[src/rtl/timer_pkg.sv]
// Shared definitions for the multi-channel timer: per-channel register
// offsets, CTRL/STATUS bit positions and the packed CTRL register layout.
package timer_pkg;

  localparam logic [2:0] REG_COUNT   = 3'd0;
  localparam logic [2:0] REG_PERIOD  = 3'd1;
  localparam logic [2:0] REG_COMPARE = 3'd2;
  localparam logic [2:0] REG_CTRL    = 3'd3;
  localparam logic [2:0] REG_STATUS  = 3'd4;

  localparam int unsigned CTRL_RUN_BIT    = 0;
  localparam int unsigned CTRL_RELOAD_BIT = 1;
  localparam int unsigned CTRL_OVF_IE_BIT = 2;
  localparam int unsigned CTRL_CMP_IE_BIT = 3;
  localparam int unsigned CTRL_PRE_OFFSET = 8;
  localparam int unsigned CTRL_PRE_BITS   = 8;

  localparam int unsigned STAT_RUNNING_BIT = 0;
  localparam int unsigned STAT_OVF_BIT     = 1;
  localparam int unsigned STAT_CMP_BIT     = 2;

  typedef struct packed {
    logic [CTRL_PRE_BITS-1:0] pre;
    logic [3:0]               rsvd;
    logic                     cmp_ie;
    logic                     ovf_ie;
    logic                     reload;
    logic                     run;
  } ctrl_t;

endpackage

[src/rtl/timer_channel.sv]
// One timer channel: COUNT/PERIOD/COMPARE/CTRL registers, 8-bit prescaler,
// down-counter with reload or one-shot stop, and W1C overflow/compare flags.
// Ports:
//   clock, reset_n          clock and asynchronous active-low reset
//   wr_count..wr_status     decoded, chipselect-qualified write strobes
//   write_data              bus write data
//   reg_sel                 register offset for the read mux
//   read_mux                zero-extended 16-bit read value of reg_sel
//   irq_req                 enabled flag request for the combined irq
module timer_channel
  import timer_pkg::*;
#(
  parameter int unsigned COUNT_W = 16
) (
  input  logic        clock,
  input  logic        reset_n,
  input  logic        wr_count,
  input  logic        wr_period,
  input  logic        wr_compare,
  input  logic        wr_ctrl,
  input  logic        wr_status,
  input  logic [15:0] write_data,
  input  logic [2:0]  reg_sel,
  output logic [15:0] read_mux,
  output logic        irq_req
);

  logic [COUNT_W-1:0]       count;
  logic [COUNT_W-1:0]       period;
  logic [COUNT_W-1:0]       compare;
  ctrl_t                    ctrl;
  logic [CTRL_PRE_BITS-1:0] pre_cnt;
  logic                     ovf_f;
  logic                     cmp_f;

  logic [COUNT_W-1:0] wd_trunc;
  logic               tick;
  logic               tick_eff;
  logic               ovf_set;
  logic               cmp_set;

  assign wd_trunc = write_data[COUNT_W-1:0];

  // A bus write to COUNT swallows a coincident tick entirely: no decrement,
  // no flag and no one-shot stop come from that tick.
  always_comb begin
    tick     = ctrl.run && (pre_cnt == '0);
    tick_eff = tick && !wr_count;
    ovf_set  = tick_eff && (count == '0);
    cmp_set  = tick_eff && (count == compare);
  end

  always_ff @(posedge clock or negedge reset_n) begin
    if (!reset_n) begin
      count   <= '0;
      period  <= '0;
      compare <= '0;
      ctrl    <= '0;
      pre_cnt <= '0;
      ovf_f   <= 1'b0;
      cmp_f   <= 1'b0;
    end else begin
      if (wr_ctrl)       pre_cnt <= '0;
      else if (tick)     pre_cnt <= ctrl.pre;
      else if (ctrl.run) pre_cnt <= pre_cnt - 8'd1;

      if (wr_count) begin
        count <= wd_trunc;
      end else if (tick) begin
        if (count == '0) begin
          if (ctrl.reload) count <= period;
        end else begin
          count <= count - COUNT_W'(1);
        end
      end

      if (wr_period)  period  <= wd_trunc;
      if (wr_compare) compare <= wd_trunc;

      if (wr_ctrl) begin
        ctrl <= '{pre:    write_data[CTRL_PRE_OFFSET +: CTRL_PRE_BITS],
                  rsvd:   4'h0,
                  cmp_ie: write_data[CTRL_CMP_IE_BIT],
                  ovf_ie: write_data[CTRL_OVF_IE_BIT],
                  reload: write_data[CTRL_RELOAD_BIT],
                  run:    write_data[CTRL_RUN_BIT]};
      end else if (ovf_set && !ctrl.reload) begin
        ctrl.run <= 1'b0;
      end

      ovf_f <= ovf_set || (ovf_f && !(wr_status && write_data[STAT_OVF_BIT]));
      cmp_f <= cmp_set || (cmp_f && !(wr_status && write_data[STAT_CMP_BIT]));
    end
  end

  always_comb begin
    read_mux = '0;
    case (reg_sel)
      REG_COUNT:   read_mux = 16'(count);
      REG_PERIOD:  read_mux = 16'(period);
      REG_COMPARE: read_mux = 16'(compare);
      REG_CTRL:    read_mux = ctrl;
      REG_STATUS:  read_mux = {13'h0, cmp_f, ovf_f, ctrl.run};
      default:     read_mux = '0;
    endcase
  end

  assign irq_req = (ovf_f && ctrl.ovf_ie) || (cmp_f && ctrl.cmp_ie);

endmodule

[src/rtl/timer_multi.sv]
// Multi-channel down-counting timer on the Peribus.
// Ports:
//   clock, reset_n     clock and asynchronous active-low reset
//   chipselect         peripheral select, qualifies write_en/read_en
//   addr               {channel, reg[2:0]}
//   write_data         bus write data
//   write_en, read_en  bus strobes
//   read_data          registered read data (1-cycle latency, holds otherwise)
//   irq                OR of all channels' enabled flags
module timer_multi
  import timer_pkg::*;
#(
  parameter int unsigned NUM_CH  = 4,
  parameter int unsigned COUNT_W = 16,
  parameter int unsigned ADDR_W  = $clog2(NUM_CH) + 3
) (
  input  logic              clock,
  input  logic              reset_n,
  input  logic              chipselect,
  input  logic [ADDR_W-1:0] addr,
  input  logic [15:0]       write_data,
  input  logic              write_en,
  input  logic              read_en,
  output logic [15:0]       read_data,
  output logic              irq
);

  logic [ADDR_W-1:0] ch_sel;
  logic [2:0]        reg_sel;
  logic              bus_wr;
  logic              bus_rd;
  logic [NUM_CH-1:0] ch_hit;
  logic [NUM_CH-1:0] ch_irq;
  logic [15:0]       ch_rd [NUM_CH];
  logic [15:0]       rd_mux;

  assign ch_sel  = addr >> 3;
  assign reg_sel = addr[2:0];
  assign bus_wr  = chipselect && write_en;
  assign bus_rd  = chipselect && read_en;

  for (genvar i = 0; i < NUM_CH; i++) begin : g_ch
    logic wr_hit;

    assign ch_hit[i] = (ch_sel == ADDR_W'(i));
    assign wr_hit    = bus_wr && ch_hit[i];

    timer_channel #(
      .COUNT_W(COUNT_W)
    ) u_channel (
      .clock      (clock),
      .reset_n    (reset_n),
      .wr_count   (wr_hit && (reg_sel == REG_COUNT)),
      .wr_period  (wr_hit && (reg_sel == REG_PERIOD)),
      .wr_compare (wr_hit && (reg_sel == REG_COMPARE)),
      .wr_ctrl    (wr_hit && (reg_sel == REG_CTRL)),
      .wr_status  (wr_hit && (reg_sel == REG_STATUS)),
      .write_data (write_data),
      .reg_sel    (reg_sel),
      .read_mux   (ch_rd[i]),
      .irq_req    (ch_irq[i])
    );
  end

  // Channel indices with no instance never hit, so they read as zero.
  always_comb begin
    rd_mux = '0;
    for (int unsigned i = 0; i < NUM_CH; i++) begin
      if (ch_hit[i]) rd_mux = ch_rd[i];
    end
  end

  always_ff @(posedge clock or negedge reset_n) begin
    if (!reset_n)    read_data <= '0;
    else if (bus_rd) read_data <= rd_mux;
  end

  assign irq = |ch_irq;

endmodule

[config.mk]
export PLATFORM = sky130hd
export DESIGN_NAME = timer_multi
export DESIGN_NICKNAME = d
export VERILOG_FILES = /design/src/rtl/timer_pkg.sv /design/src/rtl/timer_channel.sv /design/src/rtl/timer_multi.sv
export SDC_FILE = /design/constraint.sdc
export NUM_CORES = 1
export LEC_CHECK = 0
export ABC_AREA = 0
export BUFFER_PORTS_ARGS = -buffer_cell sky130_fd_sc_hd__buf_4
export CAP_MARGIN = 20
export CORE_ASPECT_RATIO = 1.5
export CORE_MARGIN = 2
export CORE_UTILIZATION = 50
export CTS_CLUSTER_SIZE = 8
export DETAILED_ROUTE_END_ITERATION = 10
export GPL_TIMING_DRIVEN = 0
export PLACE_DENSITY = 0.75
export REMOVE_ABC_BUFFERS = 1
export SLEW_MARGIN = 20
export SYNTH_ARGS = -nofsm -noshare
export SYNTH_HDL_FRONTEND = slang
export SYNTH_SLANG_ARGS = --single-unit
[constraint.sdc]
create_clock -name clock -period 5.4 [get_ports clock]
set_clock_uncertainty 0.15 [all_clocks]
set_input_delay 0.27 -clock clock [delete_from_list [all_inputs] [get_ports clock]]
set_output_delay 0.27 -clock clock [all_outputs]
set_load 0.02 [all_outputs]
==> Yosys cells after proc, flatten, opt, wreduce, memory -nomap -nowiden <==
Index checks and enable logic that the tools add are counted.
{ "word_totals": {"ff_bits": 296, "in_bits": 26, "wordCells": 237} }
{ "classes": {"n_addsub": 8, "n_eq_ne": 15, "mux": 44, "reduce_logical": 125} }
{ "ops": {"columns": ["operator", "count"], "rows": [
  ["$mux 16", 20],
  ["$pmux 16 s5", 4],
  ["$mux 8", 12],
  ["$logic_and 1x1->1", 70],
  ["$eq 16x16->1", 4],
  ["$logic_not 16->1", 4],
  ["$sub 16x1->16 const B", 4],
  ["$logic_not 8->1", 4],
  ["$sub 8x1->8 const B", 4],
  ["$logic_not 1->1", 16],
  ["$reduce_bool 2->1", 8],
  ["$logic_or 1x1->1", 12],
  ["$ne 3x1->1 const B", 4],
  ["$reduce_bool 3->1", 4],
  ["$mux 1", 8],
  ["$reduce_and 2->1", 4],
  ["$eq 3x2->1 const B", 2],
  ["$logic_not 5->1", 1],
  ["$eq 2x2->1 const B", 2],
  ["$reduce_or 4->1", 1],
  ["$eq 3x1->1 const B", 1],
  ["$eq 3x3->1 const B", 1],
  ["$logic_not 3->1", 1],
  ["$eq 2x1->1 const B", 1]
]} }

==> Logic depth before layout (Yosys ltp) <==
{ "depth": {"word_depth": 9, "ltp_mapped": 9, "mapped_depth_nobuf": 7} }

==> Modules after synthesis <==
From an unflattened synthesis, not the netlist that was laid out.
{ "hier_totals": {"hier_cells": 1770, "area_unflattened_um2": 18459.0} }
{ "modules_own_cells": {"columns": ["mod", "instances", "cells_per_inst", "area_per_inst_um2", "seq_area_each_um2"], "rows": [
  ["timer_channel (g_ch[2].u_channel ...)", 2, 429, 4360.4, 1751.7],
  ["timer_channel (g_ch[0].u_channel ...)", 2, 414, 4300.4, 1751.7],
  ["timer_multi", 1, 84, 1137.3, 400.4]
]} }

==> Worst setup path before layout <==
Ideal clock, no wire load.
{ "synth_path": {"path_type": "reg-to-reg", "startpoint": "register g_ch[3].u_channel.count[4]", "endpoint": "register g_ch[3].u_channel.count[13]", "arrival_ns": 2.318, "required_time_ns": 5.184, "setup_slack_ns": 2.866, "path_stages_with_launch": 9, "n_path_buf": 3, "period_less_slack_ns": 2.534, "cell_sequence": "dfrtp_1 -> buf_6 -> or4_4 -> buf_6 -> or3_4 -> buf_6 -> or4_1 -> a31oi_1 -> a31o_1"} }
{ "synth_via": {"elab_chain_len": 4} }
{ "synth_lines": {"columns": ["item", "line", "rtl"], "rows": [
  ["from (decl)", "timer_channel.sv:28", "logic [COUNT_W-1:0] count;"],
  ["from (signal assigned)", "timer_channel.sv:68", "count <= wd_trunc;"],
  ["from (signal assigned)", "timer_channel.sv:71", "if (ctrl.reload) count <= period;"],
  ["from (signal assigned)", "timer_channel.sv:73", "count <= count - COUNT_W'(1);"],
  ["$sub 16x1->16 / $logic_not 16->1 (equally long branches)", "timer_channel.sv:73, timer_channel.sv:70", null],
  ["$mux 16", "timer_channel.sv:70", "if (count == '0) begin"],
  ["$mux 16", "timer_channel.sv:69", "end else if (tick) begin"],
  ["$mux 16", "timer_channel.sv:67", "if (wr_count) begin"]
]} }
Several ways; a longest one is shown, not always the timed one. The select of a mux whose other input is x is not followed.
A chain may end at the register's enable or synchronous reset.

==> Worst setup path in the final report <==
{ "layout_path": {"startpoint": "register g_ch[2].u_channel.count[0]", "endpoint": "register g_ch[2].u_channel.count[1]"} }
{ "layout_via": {"elab_chain_len": 4} }
{ "layout_lines": {"columns": ["item", "line"], "rows": [
  ["from (decl)", "timer_channel.sv:28"],
  ["from (signal assigned)", "timer_channel.sv:68"],
  ["from (signal assigned)", "timer_channel.sv:71"],
  ["from (signal assigned)", "timer_channel.sv:73"],
  ["$sub 16x1->16 / $logic_not 16->1 (equally long branches)", "timer_channel.sv:73, timer_channel.sv:70"],
  ["$mux 16", "timer_channel.sv:70"],
  ["$mux 16", "timer_channel.sv:69"],
  ["$mux 16", "timer_channel.sv:67"]
]} }
Several ways; a longest one is shown, not always the timed one. The select of a mux whose other input is x is not followed.

==> flow_summary.toml <==
[run_status]
run_status = "finished clean"

[cells_and_area]
drive_above_1_share_pct = 19.58
fin_nets = 1823
syn_to_final_growth_pct = 11.07
final_core_util_pct = 56.02

[timing]
fin_ws_ps = 1556
slew_violations = 0
slew_headroom_pct = 28.27
grt_setup_unrepaired = "false"
finalHoldViolCount = 0
whs_ps = 65.46
final-setup-viol-count = 0
min_period_ps = 3844
fmax_mhz = 260.2
tns_ps = 0
post-route-period-util_pct = 71.18
worstMarginPinSlew_ps = 1076

[placed_design]
place_ws_ps = 1216
place_congestion = 0.9944
hpwlAfterDp_um = 41480
port_buffers = 42

[hold_path]
hold_class = "in2reg"

[die]
rows = 84
dieWidth_um = 157.0
initial_utilization_pct = 50.44
io_pins = 43
core_area_um2 = 34790
die_h_um = 233.4
die_area_um2 = 36640

[synthesis]
yosysMostFrequentCell = "dfrtp_1"
ys_async_sr_fraction_pct = 100.0
synth.top_cell.area_share_pct = 42.21
synth_ff_type = "dfrtp_1"
synth-seq-cells = 296
ys_seq_area_share_pct = 42.21
yosysTopAreaCell = "dfrtp_1"
synthTopCellsByArea = "dfrtp_1 42%, mux2_2 12%, xor2_1 4.4%"
syn_area_um2 = 17550
ys_top_cells_by_count = "296 x dfrtp_1, 189 x mux2_2, 164 x nand2_1, 144 x clkbuf_1, 105 x o21ai_0"
syn_inst = 1816
syn_avg_cell_area_um2 = 9.662
ys_types = 73
synth_edf_count = 0
yosys_warnings = 0

[routing]
routedWlPerCell_um = 27.04
drt_iter0_drc = 1881
drtPass1Iterations = 6
routed_wl_um = 61000
route.detailed.drc = 0
viasPerCell = 6.825
vias = 15400
ant_nets = 0

[cts]
cts_buffers = 42
root_buffer = "clkbuf_16"
cts_tree = "done"
clk_latency_ps = 550
cts_buffer_depth = 3
clk_pin_slew_ps = 50
htreeDepth = 2
clock_sinks = 296

[global_routing]
grt_util_all_layers_pct = 33.55
top_usage_layer = "met2"
antenna_found_initial = 0
grt_use_met1_pct = 39.57
grt_pass1_vias = 15230
grt_pass1_wl_um = 92700
overflow = 0
grt_max_degree = 94
met2_usage_pct = 54.95
global_route.usage.met3_pct = 5.046

[power]
ir_drop_v = 0.0002104
power.leakage_uw = 0.008397
pwr_density_cell_nw_per_um2 = 362.6

[job]
cap_violations = 0

[worst_setup_path]
crit_path_end_kind = "flop"
worstPathMaxFanout = 13
worstSetupPathType = "reg2reg"
cp.required_ps = 5670
regToRegSetupSlack_ps = 1560
start_kind = "flop"
cp_data_arrival_time_ps = 4120
## power by group
part	total, uW	internal (uW)	switching, uW
clock network	2400	1440	957
registers	3120	2580	542
logic	1540	701	841
total	7070	4730	2340
## flip-flops by register name, summed over array words and instances (netlist names)
| signal | flops |
|---|---|
| g_ch.u_channel.ovf_f | 4 |
| read_data | 16 |
| g_ch.u_channel.ctrl | 48 |
| g_ch.u_channel.period | 64 |
| g_ch.u_channel.count | 64 |
| g_ch.u_channel.pre_cnt | 32 |
| g_ch.u_channel.compare | 64 |
| g_ch.u_channel.cmp_f | 4 |
## worst max-delay path: stages (launching register included)
cell and delay [ps]:
dfrtp_1 470, inv_1 140, ha_1 170, nor4b_1 530
nand4_1 690, buf_6 380, o211ai_1 760, a211oi_1 110
a221o_1 300
## through the flow
| step | cell area, um2 | total power (uW) | instances |
|---|---|---|---|
| after floorplan | 16910 | 3993 | 1654 |
| after global placement | 17820 | 4542 | 2169 |
| after detailed placement | 18180 | 4634 | 2192 |
| after CTS | 19460 | 7048 | 2253 |
| after global routing | 19490 | 7359 | 2255 |
| final | 19490 | 7068 | 2256 |
## worst paths after layout
| path | startpoint | depth (start not counted) | to |
|---|---|---|---|
| max in group asynchronous | reset_n | 4 | g_ch[2].u_channel.compare[14] |
| hold reg to reg | read_data[6] | 2 | read_data[6] |
| setup / recovery | g_ch[2].u_channel.count[0] | 8 | g_ch[2].u_channel.count[1] |
| hold / removal | write_data[4] | 2 | g_ch[3].u_channel.period[4] |
| setup reg to reg | g_ch[2].u_channel.count[0] | 8 | g_ch[2].u_channel.count[1] |
| min in group asynchronous | reset_n | 2 | g_ch[3].u_channel.period[8] |
## cells in the final DEF, fill, tap and decap left out, drive strengths merged, types with 36 or more instances in the layout
| cell type | n |
|---|---|
| xor2 | 89 |
| nand3 | 39 |
| nor3 | 36 |
| mux2 | 189 |
| nor4 | 39 |
| a22oi | 62 |
| nand2 | 164 |
| o21ai | 108 |
| dfrtp | 296 |
| buf | 67 |
| nor2 | 91 |
| a21oi | 93 |
| a211oi | 38 |
| clkbuf | 45 |
## kinds of logic (layout without fill, tap and decap cells)
family          after synthesis  after routing  synth area share (%)
mux                         218            218                 13.85
fa+ha+maj                    16             16                 1.141
compound gates              466            466                 17.93
simple gates                521            521                 15.25
other cells                   0              1                     0
xor+xnor                    107            107                 5.341
flops                       296            296                 42.21
buf+inv                     192            158                 4.264
## final cells by class
type	count	area [um2]
diodes	1	2.502
clock buffers	45	1126
fillers	3029	15300
inverters	30	112.6
multi-input cells	1328	9458
flip-flops and latches	296	7407
well taps	473	591.8
repair buffers	83	792.0
## metal layers
layer,up-vias,routed length [um]
met4,0,5564
met1,7642,21640
li1,6621,-
met5,-,0
met3,262,4915
met2,872,28880
## what timing repair did
item	4_1_cts	5_1_grt
hold buffers	16	0
gates resized for setup	0	0
hold endpoints to repair	110	0
setup buffers	0	0
Note: power is estimated with default switching activity, not from simulation.
